<file path="config.mk">
export PLATFORM = sky130hd
export DESIGN_NAME = pblk_pad_scan
export DESIGN_NICKNAME = d
export VERILOG_FILES = /design/src/rtl/pblk_pad_scan.sv
export SDC_FILE = /design/constraint.sdc
export NUM_CORES = 1
export LEC_CHECK = 0
export BUFFER_PORTS_ARGS = -buffer_cell sky130_fd_sc_hd__buf_4
export CAP_MARGIN = 30
export CORE_ASPECT_RATIO = 1.75
export CORE_UTILIZATION = 40
export CTS_BUF_LIST = sky130_fd_sc_hd__clkbuf_4
export DETAILED_ROUTE_END_ITERATION = 8
export SYNTH_ARGS = -nofsm -noshare
export SYNTH_HDL_FRONTEND = slang
export SYNTH_SLANG_ARGS = --single-unit
</file>
<file path="constraint.sdc">
create_clock -name clk -period 8.27 [get_ports clk]
set_input_delay 1.654 -clock clk [delete_from_list [all_inputs] [get_ports clk]]
set_output_delay 1.654 -clock clk [all_outputs]
set_load 0.02 [all_outputs]
</file>
<file path="src/rtl/pblk_pad_scan.sv">
// Raster walk over the unified-block grid of one picture: per-UB valid/padding
// unit-block counts, a saturating picture padding total and an end-of-picture pulse.
module pblk_pad_scan #(
  parameter int UB_LOG2   = 6,
  parameter int UNIT_LOG2 = 2,
  parameter int TW        = 24
) (
  input  logic                                 clk,
  input  logic                                 rst_n,
  input  logic                                 start,
  input  logic [12:0]                          pic_width_in_luma_samples,
  input  logic [12:0]                          pic_height_in_luma_samples,
  output logic                                 busy,
  output logic                                 out_valid,
  input  logic                                 out_ready,
  output logic [12-UB_LOG2:0]                  ub_x,
  output logic [12-UB_LOG2:0]                  ub_y,
  output logic [2*(UB_LOG2-UNIT_LOG2):0]       n_valid,
  output logic [2*(UB_LOG2-UNIT_LOG2):0]       n_pad,
  output logic                                 last,
  output logic [TW-1:0]                        pad_total,
  output logic                                 done
);

  localparam int D   = UB_LOG2 - UNIT_LOG2;
  localparam int CW  = 2 * D + 1;
  localparam int XW  = 13 - UB_LOG2;
  localparam int TW1 = TW + 1;
  localparam logic [12:0]   UB_SZ  = 13'(1 << UB_LOG2);
  localparam logic [CW-1:0] N_FULL = {1'b1, {(2 * D){1'b0}}};

  if (UNIT_LOG2 > UB_LOG2) begin : g_bad_cfg
    $error("pblk_pad_scan: UNIT_LOG2 must not exceed UB_LOG2");
  end

  typedef enum logic [1:0] {IDLE, CALC, OUT, FIN} state_t;

  state_t        state_r;
  logic [12:0]   w_r, h_r;
  logic          row_end_r;

  logic [12:0]      rem_x_s, rem_y_s;
  logic [UB_LOG2:0] wv_s, hv_s;
  logic [D:0]       vx_s, vy_s;
  logic [CW-1:0]    nv_s;
  logic             last_x_s, last_y_s;
  logic [TW:0]      sum_s;
  logic [TW-1:0]    pad_nxt_s;

  // Shift-add product; both factors are at most 2^D so the result fits CW bits.
  function automatic logic [CW-1:0] mul_sa(input logic [D:0] a, input logic [D:0] b);
    logic [CW-1:0] acc;
    acc = '0;
    for (int i = 0; i <= D; i++) begin
      if (b[i]) acc = acc + (CW'(a) << i);
      else      acc = acc;
    end
    return acc;
  endfunction

  // Per-UB counts from the remaining picture extent right/below the UB origin.
  always_comb begin
    rem_x_s = w_r - {ub_x, {UB_LOG2{1'b0}}};
    rem_y_s = h_r - {ub_y, {UB_LOG2{1'b0}}};
    if (rem_x_s >= UB_SZ) wv_s = UB_SZ[UB_LOG2:0];
    else                  wv_s = rem_x_s[UB_LOG2:0];
    if (rem_y_s >= UB_SZ) hv_s = UB_SZ[UB_LOG2:0];
    else                  hv_s = rem_y_s[UB_LOG2:0];
    // A partial unit block at the picture edge still counts as valid.
    vx_s      = wv_s[UB_LOG2:UNIT_LOG2] + (D+1)'(|wv_s[UNIT_LOG2-1:0]);
    vy_s      = hv_s[UB_LOG2:UNIT_LOG2] + (D+1)'(|hv_s[UNIT_LOG2-1:0]);
    nv_s      = mul_sa(vx_s, vy_s);
    last_x_s  = (rem_x_s <= UB_SZ);
    last_y_s  = (rem_y_s <= UB_SZ);
    sum_s     = {1'b0, pad_total} + TW1'(n_pad);
    if (sum_s[TW]) pad_nxt_s = {TW{1'b1}};
    else           pad_nxt_s = sum_s[TW-1:0];
  end

  // Scan FSM with all outputs registered.
  always_ff @(posedge clk or negedge rst_n) begin
    if (!rst_n) begin
      state_r   <= IDLE;
      w_r       <= 13'd0;
      h_r       <= 13'd0;
      row_end_r <= 1'b0;
      busy      <= 1'b0;
      out_valid <= 1'b0;
      ub_x      <= '0;
      ub_y      <= '0;
      n_valid   <= '0;
      n_pad     <= '0;
      last      <= 1'b0;
      pad_total <= '0;
      done      <= 1'b0;
    end else begin
      case (state_r)
        IDLE: begin
          done <= 1'b0;
          if (start) begin
            w_r       <= pic_width_in_luma_samples;
            h_r       <= pic_height_in_luma_samples;
            pad_total <= '0;
            ub_x      <= '0;
            ub_y      <= '0;
            busy      <= 1'b1;
            if ((pic_width_in_luma_samples == 13'd0) || (pic_height_in_luma_samples == 13'd0))
              state_r <= FIN;
            else
              state_r <= CALC;
          end
        end
        CALC: begin
          n_valid   <= nv_s;
          n_pad     <= N_FULL - nv_s;
          last      <= last_x_s && last_y_s;
          row_end_r <= last_x_s;
          out_valid <= 1'b1;
          state_r   <= OUT;
        end
        OUT: begin
          if (out_ready) begin
            out_valid <= 1'b0;
            pad_total <= pad_nxt_s;
            if (last) begin
              state_r <= FIN;
            end else begin
              if (row_end_r) begin
                ub_x <= '0;
                ub_y <= ub_y + XW'(1'b1);
              end else begin
                ub_x <= ub_x + XW'(1'b1);
              end
              state_r <= CALC;
            end
          end
        end
        FIN: begin
          done    <= 1'b1;
          busy    <= 1'b0;
          state_r <= IDLE;
        end
        default: state_r <= IDLE;
      endcase
    end
  end

endmodule

</file>
==> results.md, run 1 <==
- Core Footprint: about 15000 um^2
- Worst Skew: ~0.019 ns
- CP required: roughly 8.6 ns
- Vias in the first global route: ~5600
- Slew @ Worst Pin: about 0.96 ns
- Max cap viols: 0
- CTS max path bufs: 2
- Clk sinks: 88
- Leading area contributor after synthesis: dfrtp_1
- Endpoints failing hold: 0
- Initial core utilization: around 41%
- Tot GR Track Use: between 20% and 30%
- Synth Cell Area: 6380 um^2
- Mux cell area share after synthesis: approximately 7%
- Synth top area share: 34.5%
- Final WL: about 17000 um
- Fillers: roughly 1500
- Fin crit period: about 7.8 ns
- Slowest CP cell: dfrtp_1
- GP Congestion: about 0.85
- Number of flops mapped to enable cells by yosys: 0
- Status: finished clean
- Max Clk Rate: approximately 130 MHz
- Endpoint type of the worst setup path: flop
- Post-Synth Adder-Cell Area: around an eighth
- Pre-Repair DR Iteration Count: 5
- Post-Synth Simple-Gate Area: roughly a fifth
- Wire length per cell: approximately 17 um
- Setup Total Neg Slack: 0 ns
- Core Rows: 60
- CTS Buf Count: 9
- Slew Viols, Final: 0
- GRT overflow: 0
- Post-synthesis compound-gate area fraction: 17.9%
- Final setup viols: 0
- Yosys warns: 0
- Drc violations: 0
- Flops & latches, synth: 88
- Layout cells sized above 1: 22.7%
- Placed wire-length estimate: around 14000 um
- XOR/XNOR Fraction of Synth Area: between 4 and 5%
- Rel. slew slack: a little over a third
- Crit start category: flop
- Top cells by area, synth: dfrtp_1 35%, ha_1 10%, mux2_2 5.8%, nand2_1 4.4%, o21ai_0 3.9%
- CP max FO: 9
- Layout Cell Area excl Fill: 7620 um^2
- Largest net degree at the start of global routing: 68
- Largest family of logic cells by synthesized area: simple AND/OR/NAND/NOR gates
- Worst hold path class: flop to flop
- Worst endpoint data arrival time: a little over 8 ns
- Port Buffers: 89
- Post-synthesis sequential area ratio: 34.5%
- Clock Pin Slew Worst Setup and Hold Paths: roughly 0.15 ns
- Unrepaired setup endpoints after global routing: yes
- Layout area overhead: 19.4%
- H-tree depth: 3
- Die W: a little under 100 um
- Via density: about 5.7
- Synth Net Count: 791
- Placed inst area: about 7300 um^2
- Clk root buf: clkbuf_4
- Leak: around 3.6 nW
- I/O pins: 90
- Final #Nets: about 900
- Syn avg cell area: around 9.1 um^2
- Final worst-path cycle share: 94.6%
- WS Path Type: flop to flop
- Antenna Nets Post-Route: 0
- CP max stage delay: around 0.46 ns
- Die Area: between 15000 and 20000 um^2
- Power per Cell Area: 282 nW/um^2
- Synth Instances: 703
- DR iter-0 viols: roughly 210
- CTS tree: yes
- Die span in y: 169 um
- Later-pin clock latency in the skew report: about 0.45 ns
- Via count: between 5000 and 6000
- Initial antenna violation count: 1
- Top FF cell, synth: dfrtp_1
- Netlist cell types: 71
- VDD IR max: about 0.00015 V
- Global-route wire length before repair: 28100 um
- Post-synthesis async set-or-reset flop share: 100%
==> final timing paths <==
| check | startpoint | end | cells past startpoint | slack [ns] |
|---|---|---|---|---|
| worst max-delay path | ub_x[2] | n_pad[8] | 35 | 0.44 |
| worst min-delay path | n_valid[8] | n_valid[8] | 1 | 0.50 |
| worst max register to register | ub_x[2] | n_pad[8] | 35 | 0.44 |
| worst min register to register | n_valid[8] | n_valid[8] | 1 | 0.50 |
| max in group asynchronous | rst_n | ub_x[0] | 2 | 5.97 |
| min in group asynchronous | rst_n | n_pad[5] | 1 | 1.06 |
==> worst max-delay path, delay by kind of cell, from the launching register on <==
family	cells	cell delay (ns)
compound gates	10	1.74
xor+xnor	4	0.63
fa+ha+maj	8	2.53
buf+inv	2	0.16
flops	1	0.46
mux	1	0.19
simple gates	10	2.01
==> layout make-up <==
class	count	area (um^2)	share of cell area, %
multi-input combinational	555	4070	53.4
sequential	88	2200	28.9
timing repair buffer	106	816	10.7
tap	186	233	3.05
inverter	40	150	1.97
clock inverter	7	81.3	1.07
clock buffer	9	67.6	0.887
antenna	1	2.50	0.0328
==> synthesized netlist by cell type, types with 6 or more instances <==
library cell and number:
dfrtp_1 88, nand2_1 74, ha_1 51, o21ai_0 50, nor2_1 48, inv_1 40, a21oi_1 37, mux2_2 33
xnor2_1 23, nand3_1 22, clkbuf_1 16, and2_1 15, a21o_1 14, nor2b_1 14, nor3_1 14, nand4_1 12
xor2_1 11, a31oi_1 8, and3_1 8, mux2i_1 8, fa_1 7, nand2b_1 6, nor4_1 6, o211ai_1 6
o21a_1 6, or4_1 6
==> per-layer routing <==
metal / global-route usage, % / share of wire, %
met5: 0 / 0
met4: 8.50 / 2.5
met3: 2.68 / 2.8
met2: 40.6 / 55
met1: 23.5 / 39
==> cell families after synthesis <==
logic type | count (synthesis)
AND/OR/NAND/NOR | 248
AO/OA/AOI/OAI | 173
flip-flops | 88
buffers and inverters | 60
adder cells (fa/ha/maj) | 58
multiplexers | 41
XOR/XNOR | 35
==> layout by cell type, fill, tap and decap left out, drive strengths merged, types with 3 or more instances in the layout <==
cell / netlist / routed
and3: 8 / 8
mux2: 33 / 33
o22ai: 4 / 4
o2bb2ai: 4 / 4
or3: 4 / 4
nor4: 8 / 8
and3b: 5 / 5
a21o: 14 / 14
xnor2: 24 / 24
inv: 40 / 41
nand4: 12 / 12
ha: 51 / 51
nand2b: 6 / 6
a21boi: 6 / 6
nand2: 75 / 75
dfrtp: 88 / 88
xor2: 11 / 11
nor3b: 3 / 3
a21oi: 37 / 37
a31oi: 9 / 9
and2: 15 / 15
o2111ai: 4 / 4
clkinv: 0 / 5
o21ai: 52 / 52
nor3: 14 / 14
o21a: 6 / 6
mux2i: 8 / 8
nand3: 22 / 22
nor2: 48 / 48
o31ai: 5 / 5
fa: 7 / 7
clkbuf: 16 / 9
a211o: 3 / 3
o211ai: 6 / 6
buf: 4 / 106
nor2b: 14 / 14
or4: 6 / 6
==> power breakdown <==
group          leakage, nW  total, W  internal, W  switching [W]
logic                 2.41   0.00121     0.000515       0.000697
clock network       0.0807  0.000263    0.0000955       0.000168
registers             1.14  0.000670     0.000559       0.000112
==> sequential cells by signal (all words and copies together), names as in the netlist <==
name	cells
busy	1
row_end_r	1
done	1
ub_y	7
last	1
w_r	13
n_pad	8
pad_total	24
ub_x	7
out_valid	1
n_valid	9
state_r	2
h_r	13
==> timing repair <==
item / 4_1_cts / 5_1_grt
hold endpoints to repair: 0 / 0
hold buffers: 0 / 0
buffers inserted: 0 / 5
resized for setup: 0 / 20
endpoints found under the setup margin: 0 / 6
==> through the flow <==
stage | total power [W] | setup slack [ns] | cells | hold WS [ns] | utilization (%)
finish | 0.00215 | 0.445 | 992 | 0.504 | 49.3
global route | 0.00232 | -0.0310 | 992 | 0.524 | 49.3
CTS | 0.00212 | 0.0597 | 986 | 0.507 | 48.3
detailed placement | 0.00186 | 0.0895 | 970 | 0.475 | 47.3
global placement | 0.00180 | 0.275 | 969 | 0.477 | 47.1
floorplan | 0.00149 | 0.229 | 703 | 0.479 | -
No activity file was read; power rests on OpenSTA's default activity.
==> run 2: changes to the inputs <==
- CELL_PAD_IN_SITES_DETAIL_PLACEMENT: not set -> 1
- CELL_PAD_IN_SITES_GLOBAL_PLACEMENT: not set -> 1
- CTS_BUF_LIST: sky130_fd_sc_hd__clkbuf_4 -> sky130_fd_sc_hd__clkbuf_8
- PLACE_DENSITY_LB_ADDON: not set -> 0.1
- SLEW_MARGIN: not set -> 20
==> results.md, run 2 (synthesized netlist as in run 1, its figures left out) <==
- Global-route wire length before repair: 31000 um (+10%)
- Comb power frac: 56.3% (-0.2 points)
- Utilization after layout: 49.9% (+0.66 points)
- Layout cells sized above 1: 23.9% (+1.2 points)
- Drc violations: 0 (unchanged)
- Layout area overhead: 21.0%
- Tot GR Track Use: 23.4% (+2.1 points)
- Antenna Nets Post-Route: 0 (unchanged)
- Initial antenna violation count: 0 (-1)
- Die span in y: 169 um (unchanged)
- Later-pin clock latency in the skew report: 0.38 ns (-0.07 ns)
- Worst hold path class: flop to flop
- Worst endpoint data arrival time: 8.27 ns (+0.10 ns)
- Die Area: 16500 um^2 (unchanged)
- Max cap viols: 0 (unchanged)
- Slowest CP cell: or3_1
- Initial core utilization: 41.3% (unchanged)
- Most frequent cells in the layout: 105 x buf_4, 87 x dfrtp_1, 74 x nand2_1
- Via count: 5687 (+0.67%)
- Endpoint type of the worst setup path: flop
- I/O pins: 90 (unchanged)
- Hold Crit Depth: 1 (unchanged)
- Core Footprint: 15500 um^2 (unchanged)
- GP Congestion: 0.816 (-3.7%)
- Worst hold slack: 0.501 ns (-0.00335 ns)
- GRT overflow: 0 (unchanged)
- VDD IR max: 0.000157 V (+5.7%)
- Pre-Repair DR Iteration Count: 4 (-1)
- CP required: 8.53 ns (-0.09 ns)
- Slew @ Worst Pin: 0.938 ns (-0.0222 ns)
- Diodes inserted: 0 (-1)
- Switching share of total power: 46.2% (+0.70 points)
- Fin crit period: 8.01 ns (+0.189 ns)
- Clk sinks: 88 (unchanged)
- Max FFs per register: 24 (unchanged)
- CTS max path bufs: 2 (unchanged)
- Slew Viols, Final: 0 (unchanged)
- Reg2reg path depth: 39 (+11%)
- Placed wire-length estimate: 14900 um (+10%)
- Hold path start: n_valid[8]
- Clock Pin Slew Worst Setup and Hold Paths: 0.09 ns (-0.06 ns)
- CTS Buf Count: 9 (unchanged)
- Leak: 3.65 nW (+0.62%)
- Vias in the first global route: 6081 (+8.2%)
- Final setup viols: 0 (unchanged)
- Reg with most FFs: pad_total
- CTS tree: yes
- Die W: 97.5 um (unchanged)
- Top flop regs: pad_total: 24 flops, h_r: 13 flops, w_r: 13 flops
- Port Buffers: 89 (unchanged)
- Clk root buf: clkbuf_8
- WS Path Type: flop to flop
- Max Clk Rate: 125 MHz (-2.4%)
- Internal: 0.00119 W (+2.0%)
- Status: finished clean
- Final worst-path cycle share: 96.9% (+2.3 points)
- Final WL: 19000 um (+11%)
- Core Rows: 60 (unchanged)
- Via density: 5.73 (+0.67%)
- Reg2reg start: ub_x[2]
- H-tree depth: 3 (unchanged)
- Most common library cell in the layout ignoring fill and taps: buf_4
- Worst setup startpoint: ub_x[2]
- Total chip power: 0.00222 W (+3.3%)
- Post-CTS Hold Buffers: 0 (unchanged)
- Crit start category: flop
- CP max stage delay: 0.45 ns (about the same)
- Power per Cell Area: 287 nW/um^2 (+2.0%)
- Wire length per cell: 19.2 um (+11%)
- Worst Skew: 0.0143 ns (-0.00435 ns)
- Largest net degree at the start of global routing: 69 (+1.5%)
- CP max FO: 7 (-2)
- Seq pwr share: 30.6% (-0.6 points)
- DR iter-0 viols: 158 (-26%)
- Endpoints failing hold: 0 (unchanged)
- Final #Nets: 889 (+0.11%)
- Rel. slew slack: 37.5% (+1.5 points)
- Net Switching: 0.00102 W (+4.9%)
- Clk pwr share: 13.0% (+0.7 points)
## run 2: changes by cell type in the layout (fill, tap and decap cells not counted), moves of 2 or more
| cell | before | now |
|---|---|---|
| a21oi_2 | 5 | 7 |
| clkbuf_8 | 0 | 10 |
| xnor2_2 | 1 | 3 |
| clkbuf_4 | 9 | 0 |
| nor2_1 | 48 | 46 |
| clkinvlp_4 | 0 | 2 |
| nor2_2 | 0 | 2 |
| a21oi_1 | 32 | 30 |
| xnor2_1 | 23 | 21 |
## run 2: final cells by class
class | count | area [um^2]
Fill cell | 1816 | 7740
Multi-Input combinational cell | 555 | 4120
Sequential cell | 88 | 2200
Timing Repair Buffer | 107 | 831
Tap cell | 186 | 233
Inverter | 40 | 150
Clock buffer | 10 | 138
Clock inverter | 6 | 45.0
## run 2: through the flow
step | setup WS, ns | instance area (um^2) | instances | TNS (ns)
after floorplan | 0.229 | 6380 | 703 | 0
after global placement | 0.330 | 7270 | 967 | 0
after detailed placement | -0.0977 | 7290 | 968 | -0.148
after CTS | 0.00399 | 7480 | 984 | 0
after global routing | -0.149 | 7720 | 992 | -0.344
final | 0.256 | 7720 | 992 | 0
## run 2: worst paths after layout
path | to | slack [ns]
setup / recovery | n_pad[8] | 0.26
hold / removal | n_valid[8] | 0.50
setup reg to reg | n_pad[8] | 0.26
hold reg to reg | n_valid[8] | 0.50
max in group asynchronous | ub_x[0] | 6.22
min in group asynchronous | pad_total[5] | 1.14
## run 2: power groups by stage
stage / clock [W] / sequential, W / combinational, W
2_1_floorplan: 0 / 0.000715 / 0.000773
3_3_place_gp: 0 / 0.000681 / 0.00116
3_5_place_dp: 0 / 0.000691 / 0.00120
4_1_cts: 0.000301 / 0.000682 / 0.00121
5_1_grt: 0.000315 / 0.000698 / 0.00138
6_report: 0.000289 / 0.000679 / 0.00125
## run 2: critical path, delay by kind of cell (launching register included)
| family | cells | cell delay [ns] |
|---|---|---|
| xor+xnor | 4 | 0.55 |
| flops | 1 | 0.44 |
| buf+inv | 1 | 0.09 |
| mux | 1 | 0.22 |
| fa+ha+maj | 7 | 2.06 |
| simple gates | 16 | 2.91 |
| compound gates | 10 | 1.65 |
## run 2: timing repair
item	in CTS	in global routing
buffers inserted	0	7
endpoints found under the setup margin	3	7
cloned	0	0
gates resized for setup	2	29
pin swaps	0	11
## run 2: routing by layer
metal  vias to the layer above  GRT usage, %  wire length [um]
li1                       2720             -                 -
met1                      2832          25.1              7280
met2                        96          46.3             10900
met3                        39          2.48               405
met4                         0          8.18               488
met5                         -             0                 0
==> run 3: changes to the inputs <==
- CELL_PAD_IN_SITES_DETAIL_PLACEMENT: 1 -> 0
- GPL_TIMING_DRIVEN: not set -> 0
==> results.md, run 3 (synthesized netlist as in run 1, its figures left out) <==
- CTS max path bufs: 2 (unchanged)
- Largest net degree at the start of global routing: 89 (+29%)
- Endpoints failing hold: 0 (unchanged)
- Top cell by count, worst path: ha_4
- Clock Pin Slew Worst Setup and Hold Paths: 0.10 ns (about the same)
- Placed instance count: 979 (+1.1%)
- Setup ws final: 0.258 ns (+0.00159 ns)
- Reg2reg path depth: 37 (-5.1%)
- CTS tree: yes
- Core Footprint: 15500 um^2 (unchanged)
- Diodes inserted: 0 (unchanged)
- Hold path start: n_valid[4]
- R2R Setup Slk: 0.26 ns (about the same)
- Final #Nets: 906 (+1.9%)
- Final setup viols: 0 (unchanged)
- Placed wire-length estimate: 13800 um (-7.6%)
- CP max FO: 9 (+2)
- Global-route wire length before repair: 29100 um (-5.9%)
- Max FFs per register: 24 (unchanged)
- Endpoint type of the worst setup path: flop
- Power per Cell Area: 286 nW/um^2 (-0.28%)
- Endpoint of the worst-slack reg-to-reg timing path: n_pad[8]
- Die Area: 16500 um^2 (unchanged)
- Pre-Repair DR Iteration Count: 4 (unchanged)
- Worst endpoint data arrival time: 8.27 ns (about the same)
- Layout area overhead: 22.7%
- Worst Path Buf+Inv: 3 (+2)
- Later-pin clock latency in the skew report: 0.38 ns (about the same)
- Reg2reg start: w_r[6]
- Slew @ Worst Pin: 0.881 ns (-0.0563 ns)
- Hold Crit Depth: 2 (+1)
- Slowest CP cell: fa_1
- Critical Path Stages: 37 (-5.1%)
- Slew Viols, Final: 0 (unchanged)
- Drc violations: 0 (unchanged)
- Tot GR Track Use: 22.1% (-1.3 points)
- Fin crit period: 8.01 ns (-0.00159 ns)
- Core Rows: 60 (unchanged)
- Clk sinks: 88 (unchanged)
- Initial antenna violation count: 0 (unchanged)
- Die span in y: 169 um (unchanged)
- Initial core utilization: 41.3% (unchanged)
- CP max stage delay: 0.44 ns (about the same)
- Utilization after layout: 50.6% (+0.67 points)
- Leak: 3.68 nW (+0.90%)
- H-tree depth: 3 (unchanged)
- Top flop regs: pad_total: 24 flops, h_r: 13 flops, w_r: 13 flops
- Post-CTS Hold Buffers: 0 (unchanged)
- Final WL: 17800 um (-6.4%)
- Port Buffers: 89 (unchanged)
- CTS Buf Count: 9 (unchanged)
- Clk root buf: clkbuf_8
- Die W: 97.5 um (unchanged)
- Via count: 5701 (+0.25%)
- Max cap viols: 0 (unchanged)
- Worst slack at placement: -0.988 ns (-0.890 ns)
- Reg with most FFs: pad_total
- Wire length per cell: 17.7 um (-7.9%)
- Max Clk Rate: 125 MHz (about the same)
- Crit path max-delay family: compound AO/OA/AOI/OAI gates
- CP required: 8.53 ns (about the same)
- Unrepaired setup endpoints after global routing: yes
- VDD IR max: 0.000188 V (+19%)
- Worst hold path class: flop to flop
- Most frequent cells in the layout: 102 x buf_4, 85 x dfrtp_1, 74 x nand2_1
- Layout cells sized above 1: 24.3% (+0.36 points)
- Hold endpoint: n_valid[4]
- I/O pins: 90 (unchanged)
- WS Path Type: flop to flop
- Via density: 5.65 (-1.4%)
- Worst Skew: 0.0198 ns (+0.00550 ns)
- Antenna Nets Post-Route: 0 (unchanged)
- Final worst-path cycle share: 96.9% (about the same)
- Crit start category: flop
- Non-Filler Instances: 1009 (+1.7%)
- Rel. slew slack: 40.8% (+3.4 points)
- GRT overflow: 0 (unchanged)
- Vias in the first global route: 5875 (-3.4%)
- DR iter-0 viols: 186 (+18%)
- GP Congestion: 0.868 (+6.3%)
- Status: finished clean
- Most common library cell in the layout ignoring fill and taps: buf_4
==> run 3: metal layers <==
metal  wire length [um]  track usage, %
met3                476            2.85
met4                496            8.70
met2               9860            42.4
met5                  0               0
met1               7000            24.2
==> run 3: worst max path at each step <==
stage / startpoint / end / slack (ns)
after global placement: ub_x[0] / n_pad[8] / -1.13
final: w_r[6] / n_pad[8] / 0.26
after CTS: w_r[6] / n_pad[8] / 0.02
after floorplan: ub_x[0] / n_pad[8] / 0.23
after global routing: w_r[6] / n_pad[8] / -0.13
after detailed placement: ub_x[0] / n_pad[8] / -0.99
==> run 3: repair_timing <==
| action | 4_1_cts | 5_1_grt |
|---|---|---|
| endpoints found under the setup margin | 8 | 4 |
| resized for setup | 15 | 29 |
| pin swaps | 7 | 28 |
| buffers inserted | 7 | 8 |
==> run 3: cell type report <==
| type | instances | area, um^2 |
|---|---|---|
| plain buffers | 19 | 76.3 |
| repair buffers | 105 | 806 |
| clock inverters | 6 | 50.0 |
| clock buffers | 10 | 138 |
| multi-input cells | 555 | 4170 |
| inverters | 40 | 150 |
| flip-flops and latches | 88 | 2210 |
| fillers | 1481 | 7640 |
| well taps | 186 | 233 |
==> run 3: worst reg2reg max path, delay by kind of cell, from the launching register on <==
kind / cells / cell delay, ns
AOI/OAI and AO/OA: 13 / 2.70
xor gates and xnor gates: 4 / 0.64
adders and majority gates: 9 / 2.57
buffers and inverters: 3 / 0.16
DFF: 1 / 0.40
muxes: 1 / 0.23
and+or+nand+nor: 7 / 1.19
==> run 3: where the power goes <==
group	internal [W]	switching [W]	leakage (nW)	total, W
registers	0.000560	0.000113	1.14	0.000673
logic	0.000523	0.000742	2.45	0.00127
clock network	0.000123	0.000179	0.0956	0.000302
==> run 3: per-stage QoR <==
stage | hold WS [ns] | power [W] | instance area [um^2] | TNS [ns]
after global routing | 0.512 | 0.00241 | 7830 | -0.207
after global placement | 0.466 | 0.00184 | 7280 | -5.37
after detailed placement | 0.475 | 0.00187 | 7290 | -4.03
after floorplan | 0.479 | 0.00149 | 6380 | 0
after CTS | 0.498 | 0.00222 | 7610 | 0
final | 0.498 | 0.00224 | 7830 | 0
